==> config.mk <==
export PLATFORM = sky130hd
export DESIGN_NAME = if_fetch_unit
export DESIGN_NICKNAME = d
export VERILOG_FILES = /design/src/rtl/rv_pkg.sv /design/src/rtl/fetch_fifo.sv /design/src/rtl/if_fetch_unit.sv
export SDC_FILE = /design/constraint.sdc
export NUM_CORES = 1
export LEC_CHECK = 0
export CAP_MARGIN = 30
export CORE_MARGIN = 4
export CORE_UTILIZATION = 55
export DETAILED_ROUTE_END_ITERATION = 12
export PLACE_DENSITY_LB_ADDON = 0.15
export SETUP_SLACK_MARGIN = 0.5
export SLEW_MARGIN = 40
export SYNTH_ARGS = -nofsm -noshare
export SYNTH_HDL_FRONTEND = slang
export SYNTH_SLANG_ARGS = --single-unit
==> constraint.sdc <==
create_clock -name clock -period 12.9 [get_ports clock]
set_clock_uncertainty 0.2 [all_clocks]
set_input_delay 1.935 -clock clock [delete_from_list [all_inputs] [get_ports clock]]
set_output_delay 1.935 -clock clock [all_outputs]
set_load 0.02 [all_outputs]
==> src/rtl/rv_pkg.sv <==
// rtl/rv_pkg.sv - shared constants and fetch state encoding for the IF stage
//   XLEN          : data/address width
//   NOP_INSTR     : addi x0,x0,0
//   fetch_state_e : ST_RUN (issuing), ST_DRAIN (discarding squashed responses)
package rv_pkg;
  localparam int XLEN = 32;
  localparam logic [XLEN-1:0] NOP_INSTR = 32'h0000_0013;

  typedef enum logic {
    ST_RUN   = 1'b0,
    ST_DRAIN = 1'b1
  } fetch_state_e;
endpackage

==> src/rtl/fetch_fifo.sv <==
// rtl/fetch_fifo.sv - synchronous FIFO with async active-low reset and synchronous clear
//   clock, reset_n           : clock, asynchronous active-low reset
//   clear                    : empties the FIFO at the next edge, overrides push/pop
//   s_tvalid/s_tready/s_tdata: write side
//   m_tvalid/m_tready/m_tdata: read side, m_tdata is zero while empty
//   count                    : current occupancy
module fetch_fifo #(
  parameter int WIDTH = 32,
  parameter int DEPTH = 2
) (
  input  logic                   clock,
  input  logic                   reset_n,
  input  logic                   clear,
  input  logic                   s_tvalid,
  input  logic [WIDTH-1:0]       s_tdata,
  output logic                   s_tready,
  output logic                   m_tvalid,
  output logic [WIDTH-1:0]       m_tdata,
  input  logic                   m_tready,
  output logic [$clog2(DEPTH):0] count
);
  localparam int AW = $clog2(DEPTH);

  logic [WIDTH-1:0] mem [DEPTH];
  logic [AW-1:0]    wr_ptr;
  logic [AW-1:0]    rd_ptr;
  logic [AW:0]      cnt;
  logic             push;
  logic             pop;

  assign m_tvalid = (cnt != '0);
  assign pop      = m_tvalid && m_tready;
  // A write into a full FIFO is fine when the head leaves in the same cycle.
  assign s_tready = (cnt != (AW+1)'(DEPTH)) || pop;
  assign push     = s_tvalid && s_tready;
  assign m_tdata  = m_tvalid ? mem[rd_ptr] : '0;
  assign count    = cnt;

  // DEPTH is a power of two, so the pointers wrap by overflow.
  always_ff @(posedge clock or negedge reset_n) begin
    if (!reset_n) begin
      wr_ptr <= '0;
      rd_ptr <= '0;
      cnt    <= '0;
    end else if (clear) begin
      wr_ptr <= '0;
      rd_ptr <= '0;
      cnt    <= '0;
    end else begin
      if (push) wr_ptr <= wr_ptr + 1'b1;
      if (pop)  rd_ptr <= rd_ptr + 1'b1;
      case ({push, pop})
        2'b10:   cnt <= cnt + 1'b1;
        2'b01:   cnt <= cnt - 1'b1;
        default: cnt <= cnt;
      endcase
    end
  end

  always_ff @(posedge clock) begin
    if (push && !clear) mem[wr_ptr] <= s_tdata;
  end
endmodule

==> src/rtl/if_fetch_unit.sv <==
// rtl/if_fetch_unit.sv - instruction fetch front end between the PC register and IF/ID
//   Optional feature macro: FETCH_MISALIGN_CHECK_EN (misaligned PC -> NOP entry, id_misaligned)
//   clock, reset_n                       : clock, asynchronous active-low reset
//   pc_in, pc_enable                     : current PC and its advance strobe
//   flush                                : squash buffered and in-flight fetches
//   imem_req_valid/ready/addr            : in-order fetch requests
//   imem_rsp_valid/data                  : in-order responses, no backpressure
//   id_valid/ready/instr/pc(/misaligned) : buffered instruction to decode
module if_fetch_unit
  import rv_pkg::*;
#(
  parameter int FIFO_DEPTH      = 2,
  parameter int MAX_OUTSTANDING = 2
) (
  input  logic            clock,
  input  logic            reset_n,
  input  logic [XLEN-1:0] pc_in,
  output logic            pc_enable,
  input  logic            flush,
  output logic            imem_req_valid,
  output logic [XLEN-1:0] imem_req_addr,
  input  logic            imem_req_ready,
  input  logic            imem_rsp_valid,
  input  logic [XLEN-1:0] imem_rsp_data,
  output logic            id_valid,
  input  logic            id_ready,
  output logic [XLEN-1:0] id_instr,
`ifdef FETCH_MISALIGN_CHECK_EN
  output logic            id_misaligned,
`endif
  output logic [XLEN-1:0] id_pc
);
  localparam int CW = $clog2(FIFO_DEPTH) + 1;
`ifdef FETCH_MISALIGN_CHECK_EN
  localparam int BW = 2*XLEN + 1;
`else
  localparam int BW = 2*XLEN;
`endif

  fetch_state_e    state;
  logic [CW-1:0]   outstanding;
  logic            started;     // low for the first cycle after reset so outputs stay 0
  logic            wait_flush;  // misaligned NOP issued, hold off until redirected

  logic [CW-1:0]   buf_count;
  logic [CW-1:0]   tag_count;
  logic [CW:0]     in_use;
  logic            credit;
  logic            misaligned;
  logic            misalign_take;
  logic            req_accept;
  logic            rsp_dec;
  logic            rsp_accept;
  logic            tag_valid;
  logic            tag_ready;
  logic            buf_ready;
  logic [XLEN-1:0] tag_pc;
  logic [BW-1:0]   buf_wdata;
  logic [BW-1:0]   buf_rdata;

  assign in_use = {1'b0, outstanding} + {1'b0, buf_count};
  assign credit = started && (state == ST_RUN) && !flush && !wait_flush &&
                  (outstanding < CW'(MAX_OUTSTANDING)) &&
                  (in_use < (CW+1)'(FIFO_DEPTH));

`ifdef FETCH_MISALIGN_CHECK_EN
  assign misaligned    = (pc_in[1:0] != 2'b00);
  // Only with nothing in flight, so the NOP cannot overtake an older response.
  assign misalign_take = credit && misaligned && (outstanding == '0);
  assign buf_wdata     = misalign_take ? {1'b1, pc_in, NOP_INSTR}
                                       : {1'b0, tag_pc, imem_rsp_data};
  assign id_misaligned = buf_rdata[2*XLEN];
`else
  assign misaligned    = 1'b0;
  assign misalign_take = 1'b0;
  assign buf_wdata     = {tag_pc, imem_rsp_data};
`endif

  assign imem_req_valid = credit && !misaligned;
  assign imem_req_addr  = imem_req_valid ? {pc_in[XLEN-1:2], 2'b00} : '0;
  assign req_accept     = imem_req_valid && imem_req_ready;
  assign pc_enable      = req_accept || misalign_take;

  // Every response retires one in-flight request; only RUN-state ones are kept.
  assign rsp_dec    = imem_rsp_valid && (outstanding != '0);
  assign rsp_accept = imem_rsp_valid && (state == ST_RUN) && !flush;

  assign id_instr = buf_rdata[XLEN-1:0];
  assign id_pc    = buf_rdata[2*XLEN-1:XLEN];

  fetch_fifo #(.WIDTH(XLEN), .DEPTH(FIFO_DEPTH)) u_tag_q (
    .clock    (clock),
    .reset_n  (reset_n),
    .clear    (flush),
    .s_tvalid (req_accept),
    .s_tdata  (pc_in),
    .s_tready (tag_ready),
    .m_tvalid (tag_valid),
    .m_tdata  (tag_pc),
    .m_tready (imem_rsp_valid && (state == ST_RUN)),
    .count    (tag_count)
  );

  fetch_fifo #(.WIDTH(BW), .DEPTH(FIFO_DEPTH)) u_ibuf (
    .clock    (clock),
    .reset_n  (reset_n),
    .clear    (flush),
    .s_tvalid (rsp_accept || misalign_take),
    .s_tdata  (buf_wdata),
    .s_tready (buf_ready),
    .m_tvalid (id_valid),
    .m_tdata  (buf_rdata),
    .m_tready (id_ready),
    .count    (buf_count)
  );

  always_ff @(posedge clock or negedge reset_n) begin
    if (!reset_n) begin
      state       <= ST_RUN;
      outstanding <= '0;
      started     <= 1'b0;
      wait_flush  <= 1'b0;
    end else begin
      started     <= 1'b1;
      outstanding <= outstanding + CW'(req_accept) - CW'(rsp_dec);
      if (flush)              wait_flush <= 1'b0;
      else if (misalign_take) wait_flush <= 1'b1;
      case (state)
        ST_RUN: begin
          if (flush && ((outstanding - CW'(rsp_dec)) != '0)) state <= ST_DRAIN;
        end
        ST_DRAIN: begin
          if (rsp_dec && (outstanding == CW'(1))) state <= ST_RUN;
        end
        default: state <= ST_RUN;
      endcase
    end
  end

  a_rsp_has_tag: assert property (@(posedge clock) disable iff (!reset_n)
    (imem_rsp_valid && (state == ST_RUN)) |-> tag_valid);
  a_tag_no_overflow: assert property (@(posedge clock) disable iff (!reset_n)
    req_accept |-> (tag_ready && (tag_count < CW'(FIFO_DEPTH))));
  a_buf_no_overflow: assert property (@(posedge clock) disable iff (!reset_n)
    (rsp_accept || misalign_take) |-> buf_ready);
endmodule

==> results_dict.tcl <==
set metrics [dict create \
    status "finished clean" \
    power.density_nw_per_um2 139 \
    die_h_um 130 \
    power_leakage_nw 3.49 \
    ir_worst_vdd_mv 0.124 \
    antennaDiodeCount 0 \
    relSlewSlack 0.456 \
    route.met2.wl_um 8050 \
    maxSlewViolCount 0 \
    synthCells 519 \
    clockBufferDepth 3 \
    routedWlPerCell_um 17.4 \
    dr.pass1.iters 4 \
    fin_area_um2 10600 \
    fp-row-count 44 \
    vias_per_cell 5.21 \
    final_layout_size_suffix_gt1_frac 0.0614 \
    start_kind "input port" \
    place_area_um2 10000 \
    grt_pass1_vias 4740 \
    route.layer.met1.wl_um 6310 \
    avgSynthCellArea_um2 15.7 \
    cts-htree-levels 1 \
    insertion_delay_ps 480 \
    crit_path_end_kind "output port" \
    setup_viol 0 \
    wirelength_um 15400 \
    post-cts-setup-buffer-count 0 \
    hold_ws_ps 392 \
    synthArstFlopShare 0.0588 \
    grt-ovfl-total 0 \
    cp.arrival_ps 4710 \
    die_x_um 130 \
    ys_ff_latch 204 \
    synth_warnings 0 \
    dieArea_um2 16800 \
    path_clk_slew_ps 50 \
    finalHoldViolCount 0 \
    cts_tree "yes" \
    required_ps 10760 \
    synth_flop_cell "edfxtp_1" \
    io_pins 169 \
    grt_max_degree 65 \
    drt_iter0_drc 205 \
    port_buffers 166 \
    yosysUniqueCellTypes 39 \
    synth_area_um2 8160 \
    antenna_found_initial 0 \
    top_layer_used "met4" \
    numCtsBuffers 21 \
    fin_tns_setup_ps 0 \
    cts_resized 0 \
    drc_errors 0 \
    wl_met3_um 840 \
    hold_path.startpoint "u_ibuf.wr_ptr" \
    rsz0062_at_grt "false" \
    fin_cells 884 \
    clock_sinks 204 \
    cap_violations 0 \
    r2r_start "u_ibuf.count[0]" \
    antenna_left 0 \
    place_inst 849 \
    syn2layout_area_growth_pct 30.2 \
    cp-startpoint "flush" \
    layout.nets 762 \
    cp_max_fo 21 \
    cts_root_buf "clkbuf_16" \
    hold_buffers 0 \
    rrSetupSlack_ps 9660 \
    yosysSeqAreaShare 0.743 \
    grt_usage 0.181 \
    coreArea_um2 14500 \
    num_vias 4608 \
    grt_pass1_wl_um 23800 \
    min-delay-path-class "flip-flop to flip-flop" \
    place_congestion 0.792 \
    fmax_mhz 146 \
    place.detailed.hpwl_um 9870 \
    worst_pin_slew_ps 815 \
    fin_crit_sh 0.531 \
    synth-edff-count 192 \
    period_needed_ps 6850 \
    critPathKind "input port to output port" \
    rr_worst_depth 6 \
    start_util 0.561 \
    min_path_cells 2 \
]
[registers in the layout, indices dropped and copies added (netlist names)]
| signal | flops |
|---|---|
| state | 1 |
| u_ibuf.rd_ptr | 1 |
| u_ibuf.wr_ptr | 1 |
| u_tag_q.count | 2 |
| u_tag_q.mem | 64 |
| started | 1 |
| u_ibuf.count | 2 |
| outstanding | 2 |
| u_tag_q.rd_ptr | 1 |
| u_tag_q.wr_ptr | 1 |
| u_ibuf.mem | 128 |
[metal layers]
layer,vias up,global-route usage
li1,2233,-
met2,126,0.329
met5,-,0
met4,0,0.0477
met3,16,0.0348
met1,2233,0.222
[critical path: stages]
cell and delay, ps:
clkdlybuf4s50_1 690, nor4b_4 500, nor3b_4 500, buf_4 310, and2_1 160, clkdlybuf4s50_1 610
[cell families after synthesis]
family | share of synthesized area
mux | 0.118
buf+inv | 0.0198
fa+ha+maj | 0.00552
compound gates | 0.0141
xor+xnor | 0.00429
flops | 0.743
other cells | 0.000920
simple gates | 0.0943
[layout make-up]
cell class	count	area (µm²)
timing repair buffer	174	1750
tap	184	230
multi-input combinational	284	1980
clock buffer	25	541
fill	963	3910
sequential	204	6070
clock inverter	9	41.3
inverter	4	15.0
[worst paths after layout]
path	to
max	imem_req_addr[15]
min reg2reg	u_ibuf.wr_ptr
min in group asynchronous	state
max in group asynchronous	u_tag_q.rd_ptr
min	u_ibuf.wr_ptr
max reg2reg	u_tag_q.mem[0][12]
[cells in the final DEF, fill, tap and decap left out, drive strengths merged, types with 2 or more instances in the layout]
cell type	netlist	layout
o21ai	3	3
mux2i	96	96
nand2b	4	4
clkinv	0	8
nand2	2	2
and2	32	32
clkbuf	8	25
ha	2	2
nor2b	3	3
nand3	4	4
nor3b	3	3
dfrtp	12	12
clkdlybuf4s50	0	166
conb	2	3
xor2	2	2
nor2	104	104
buf	20	8
edfxtp	192	192
and3	2	2
a21oi	6	6
a211oi	2	2
xnor2	2	2
a31oi	2	2
inv	4	5
[report_power, final]
| group | internal [mW] | leakage [nW] | switching, mW | total [mW] |
|---|---|---|---|---|
| logic | 0.0886 | 1.24 | 0.105 | 0.194 |
| registers | 0.750 | 1.96 | 0.0153 | 0.766 |
| clock network | 0.296 | 0.285 | 0.219 | 0.515 |
| total | 1.13 | 3.49 | 0.340 | 1.48 |
[Yosys cell counts (all sizes together), types with 4 or more instances]
| master | instances | area (µm²) |
|---|---|---|
| mux2i | 96 | 961 |
| inv | 4 | 15.0 |
| nand2b | 4 | 25.0 |
| edfxtp | 192 | 5770 |
| buf | 20 | 116 |
| a21oi | 6 | 30.0 |
| and2 | 32 | 200 |
| nand3 | 4 | 20.0 |
| nor2 | 104 | 390 |
| dfrtp | 12 | 300 |
| clkbuf | 8 | 30.0 |
[per-stage QoR]
step                      power [mW]  setup slack [ps]   util
after floorplan                0.888              4930      -
after global placement         0.968              5950  0.688
after detailed placement       0.975              6050  0.689
after CTS                       1.49              6050  0.729
after global routing            1.54              5880  0.731
final                           1.48              6050  0.731
(Power assumes the default switching activity.)
==> patch 1: new RTL, same settings <==
`XLEN`: 32 -> 64.
--- a/src/rtl/rv_pkg.sv
+++ b/src/rtl/rv_pkg.sv
@@ -3,7 +3,7 @@
 //   NOP_INSTR     : addi x0,x0,0
 //   fetch_state_e : ST_RUN (issuing), ST_DRAIN (discarding squashed responses)
 package rv_pkg;
-  localparam int XLEN = 32;
+  localparam int XLEN = 64;
   localparam logic [XLEN-1:0] NOP_INSTR = 32'h0000_0013;
 
   typedef enum logic {
Ports: changed (5 resized); port bits go from 169 to 329. No check against the original RTL was run, so the function may have changed too.
==> patch 1 against the original RTL <==
Combinational power increased by 79%; worst setup slack got worse by 330 ps; fmax decreased by 4.6%; synthesized area increased by 90%; design area increased by 93%; wire length increased by 110%; total power increased by 98%; final cell count increased by 92%; sequential cell count increased by 192; synthesized cell count increased by 85%; die area increased by 84%; sequential power increased by 93%; largest cell class unchanged.
==> patch 1: results (changes against the original RTL) <==
stage,metric,value,unit,change
outcome,outcome,"complete, no violations",,unchanged
timing,Least-Margin Pin Slew,790,ps,was 815 ps
clocking,latest clock arrival within the worst-skew pair,510,ps,was 480 ps
grt,met2 Track Usage GR,0.349,,was 0.329
routing,metal1 wirelength,12.8,mm,was 6.31 mm
grt,Overall Global Routing Usage,0.203,,was 0.181
setup_path,Crit Path Max Fanout,48,,was 21
synthesis,"top cells by count, synth","edfxtp_1 (384), nor2_1 (200), mux2i_1 (193)",,"was edfxtp_1 (192), nor2_1 (104), mux2i_1 (96)"
synthesis,post-synthesis cell count,961,,was 519
layout,Layout fillers,1732,,was 963
routing,Starting DRT DRC Count,626,,was 205
synthesis,sequential area share after synthesis,0.761,,was 0.743
routing,Via Count,8737,,was 4608
grt,largest net degree at the start of global routing,73,,was 65
synthesis,post-synthesis async set-or-reset flop share,0.0303,,was 0.0588
synthesis,Post-Synth Adder-Cell Area,0.00290,,was 0.00552
layout,Final nets,1430,,was 762
grt,GR Util met3,0.0589,,was 0.0348
grt,M1 GR Usage,0.257,,was 0.222
synthesis,Unique masters post-synth,37,,was 39
pwr,combinational share of power,0.119,,was 0.132
placement,Port Buffer Count,326,,was 166
clocking,CTS buffer count,40,,was 21
routing,met3 WL,2.75,mm,was 840 µm
setup_path,Arrival @ worst endpoint,5040,ps,was 4710 ps
placement,pre-CTS setup slack,5710,ps,was 6050 ps
placement,GPL Wtd Cong,0.777,,was 0.792
pwr,peak supply drop,0.113,mV,was 0.124 mV
pwr,Final Total Pwr,2.93,mW,was 1.48 mW
synthesis,compound-cell area share of the yosys netlist,0.00652,,was 0.0141
patch 1: final cells by class:
type | instances | share of cell area
inverters | 4 | 0.000733
flip-flops and latches | 396 | 0.578
multi-input cells | 509 | 0.171
clock inverters | 16 | 0.00825
well taps | 378 | 0.0231
clock buffers | 52 | 0.0526
repair buffers | 342 | 0.166
patch 1: worst paths after layout:
check,startpoint,endpoint,slack (ps),cells past startpoint
setup / recovery,flush,imem_req_addr[43],5730,6
hold / removal,u_ibuf.wr_ptr,u_ibuf.wr_ptr,390,2
setup reg to reg,state,u_ibuf.mem[1][12],9550,5
hold reg to reg,u_ibuf.wr_ptr,u_ibuf.wr_ptr,390,2
max in group asynchronous,reset_n,u_tag_q.rd_ptr,10470,1
min in group asynchronous,reset_n,u_ibuf.count[0],1600,1
patch 1: logic make-up after synthesis:
logic type | count (synthesis)
adders and majority gates | 3
and+or+nand+nor | 290
muxes | 193
other | 2
DFF | 396
xor gates and xnor gates | 4
AOI/OAI and AO/OA | 16
buffers and inverters | 57
==> patch 2: new RTL, same settings <==
Without the edit above. Reset style: synchronous (`reset_n`), changed in 2 clocked blocks. Comments in the files are not updated.
--- a/src/rtl/fetch_fifo.sv
+++ b/src/rtl/fetch_fifo.sv
@@ -37,7 +37,7 @@
   assign count    = cnt;
 
   // DEPTH is a power of two, so the pointers wrap by overflow.
-  always_ff @(posedge clock or negedge reset_n) begin
+  always_ff @(posedge clock) begin
     if (!reset_n) begin
       wr_ptr <= '0;
       rd_ptr <= '0;
--- a/src/rtl/if_fetch_unit.sv
+++ b/src/rtl/if_fetch_unit.sv
@@ -114,7 +114,7 @@
     .count    (buf_count)
   );
 
-  always_ff @(posedge clock or negedge reset_n) begin
+  always_ff @(posedge clock) begin
     if (!reset_n) begin
       state       <= ST_RUN;
       outstanding <= '0;
Formal check against the unedited RTL: differs if reset_n is asserted again (counterexample within 4 cycles, from zero or initial values and one cycle with reset_n low); with reset_n held inactive, the same outputs for 4 cycles.
==> patch 2 against the original RTL <==
Register-to-register slack worse by 80 ps; largest cell class unchanged; highest routed layer is now met5; critical endpoint is now pc_enable; design area is 1.1% higher; synthesized area fell by 0.28%; sequential power grew 2.9%; core utilization is 0.80 points higher; wire length is 4.5% higher; critical path depth fell by 1; worst setup slack better by 620 ps; total power is 7.1% higher; sequential share of layout area fell by 0.81 points; sequential cell count rose by 2.
==> patch 2: results (changes against the original RTL) <==
stage,metric,value,unit,change
clocking,CTS buffer count,21,,unchanged
min_path,worst hold stages,2,,unchanged
grt,largest net degree at the start of global routing,66,,was 65
layout,Layout fillers,937,,was 963
grt,Overall Global Routing Usage,0.188,,was 0.181
clocking,"Clk pin slew, worst setup/hold paths",60,ps,
routing,Starting DRT DRC Count,215,,was 205
routing,Routed WL,16.1,mm,was 15.4 mm
setup_path,R2R cell count,7,,was 6
clocking,Max Buffers Root-to-Sink,3,,unchanged
layout,Final nets,770,,was 762
outcome,outcome,"complete, no violations",,unchanged
setup_path,slowest cell on the critical path,clkdlybuf4s50_1,,unchanged
setup_path,Arrival @ worst endpoint,4090,ps,was 4710 ps
layout,number of diodes,0,,unchanged
pwr,peak supply drop,0.105,mV,was 0.124 mV
routing,Via Count,4752,,was 4608
placement,Final HPWL DP,10.3,mm,was 9.87 mm
min_path,Hold Path Class,register to register,,unchanged
clocking,postcts setup bufs,0,,unchanged
timing,Least-Margin Pin Slew,721,ps,was 815 ps
layout,share of layout cells above drive strength 1,0.0677,,was 0.0614
placement,Port Buffer Count,166,,unchanged
synthesis,synth top area cells,"edfxtp_1 (71%), mux2i_1 (12%), nor2_1 (5.1%)",,"was edfxtp_1 (71%), mux2i_1 (12%), nor2_1 (4.8%)"
synthesis,Main synth FF type,edfxtp_1,,unchanged
clocking,H-tree depth,1,,unchanged
timing,final setup violation count,0,,unchanged
synthesis,number of synthesized flops with an enable pin,192,,unchanged
setup_path,Crit Path Max Fanout,25,,was 21
clocking,post-cts gate resize count,0,,unchanged
clocking,latest clock arrival within the worst-skew pair,480,ps,about the same
synthesis,post-synthesis async set-or-reset flop share,0,,was 0.0588
clocking,Root Buffer,clkbuf_16,,unchanged
timing,"Hold Vio Cnt, Final",0,,unchanged
placement,placed instance area,0.0101,mm²,was 0.0100 mm²
synthesis,sequential area share after synthesis,0.743,,about the same
placement,GPL Wtd Cong,0.744,,was 0.792
setup_path,worst stage delay on the critical path,610,ps,was 690 ps
routing,Initial DRT Pass Iterations,4,,unchanged
grt,first-pass GRT wire length,24.8,mm,was 23.8 mm
synthesis,"top cells by count, synth","edfxtp_1 (192), nor2_1 (110), mux2i_1 (96)",,"was edfxtp_1 (192), nor2_1 (104), mux2i_1 (96)"
layout,largest registers,"u_ibuf.mem: 128 flops, u_tag_q.mem: 64 flops",,unchanged
setup_path,CP top delay family,buffers and inverters,,unchanged
pwr,Leak,3.57,nW,was 3.49 nW
synthesis,YS warnings,0,,unchanged
grt,initial antenna violation count,1,,was 0
synthesis,Unique masters post-synth,31,,was 39
grt,number of global-route vias before repair,4919,,was 4740
==> patch 2: where the power goes <==
| part | leakage (nW) | switching (mW) | total (mW) | internal, mW |
|---|---|---|---|---|
| Clock | 0.300 | 0.226 | 0.548 | 0.322 |
| Combinational | 1.38 | 0.135 | 0.245 | 0.109 |
| Sequential | 1.89 | 0.0158 | 0.788 | 0.772 |
==> patch 2: layer usage <==
metal,vias to the layer above,routed length [µm],GRT usage
met5,-,12,0
met4,2,229,0.0397
met3,22,1100,0.0523
met2,153,8120,0.338
met1,2316,6610,0.227
li1,2259,-,-
==> patch 2: area by class of cell <==
type | count | area (µm²) | area share
timing repair buffer | 177 | 1830 | 0.171
multi-input combinational | 282 | 1980 | 0.184
clock inverter | 6 | 56.3 | 0.00524
clock buffer | 31 | 563 | 0.0524
sequential | 206 | 6050 | 0.563
tap | 184 | 230 | 0.0214
inverter | 7 | 26.3 | 0.00245
==> patch 2: worst register-to-register path, cell delays in order (launching register included) <==
cell and delay (ps):
dfxtp_1 490, and2_1 200, fa_1 450, nor2_4 530, o2111ai_2 380, nor2_4 400, buf_16 210, buf_6 170
==> patch 2: worst paths after layout <==
check / to / slack [ps] / start
worst max-delay path: pc_enable / 6670 / flush
worst max register to register: u_tag_q.mem[1][18] / 9580 / u_ibuf.count[0]
worst min register to register: u_ibuf.wr_ptr / 310 / u_ibuf.wr_ptr
worst min-delay path: u_ibuf.wr_ptr / 310 / u_ibuf.wr_ptr
==> patch 2: per-stage QoR <==
stage | hold slack (ps) | instances | worst slack (ps) | power [mW]
final | 308 | 893 | 6670 | 1.58
after detailed placement | 287 | 856 | 6670 | 1.05
after global routing | 308 | 893 | 6550 | 1.65
after global placement | 268 | 849 | 6750 | 1.03
after floorplan | 256 | 525 | 7120 | 0.930
after CTS | 294 | 893 | 6670 | 1.60
==> patch 2: cell families after synthesis <==
kind of cell               share of synthesized area
xor gates and xnor gates                     0.00646
AOI/OAI and AO/OA                             0.0123
muxes                                          0.120
adders and majority gates                    0.00861
and+or+nand+nor                               0.0898
other                                       0.000461
buffers and inverters                         0.0195
DFF                                            0.743
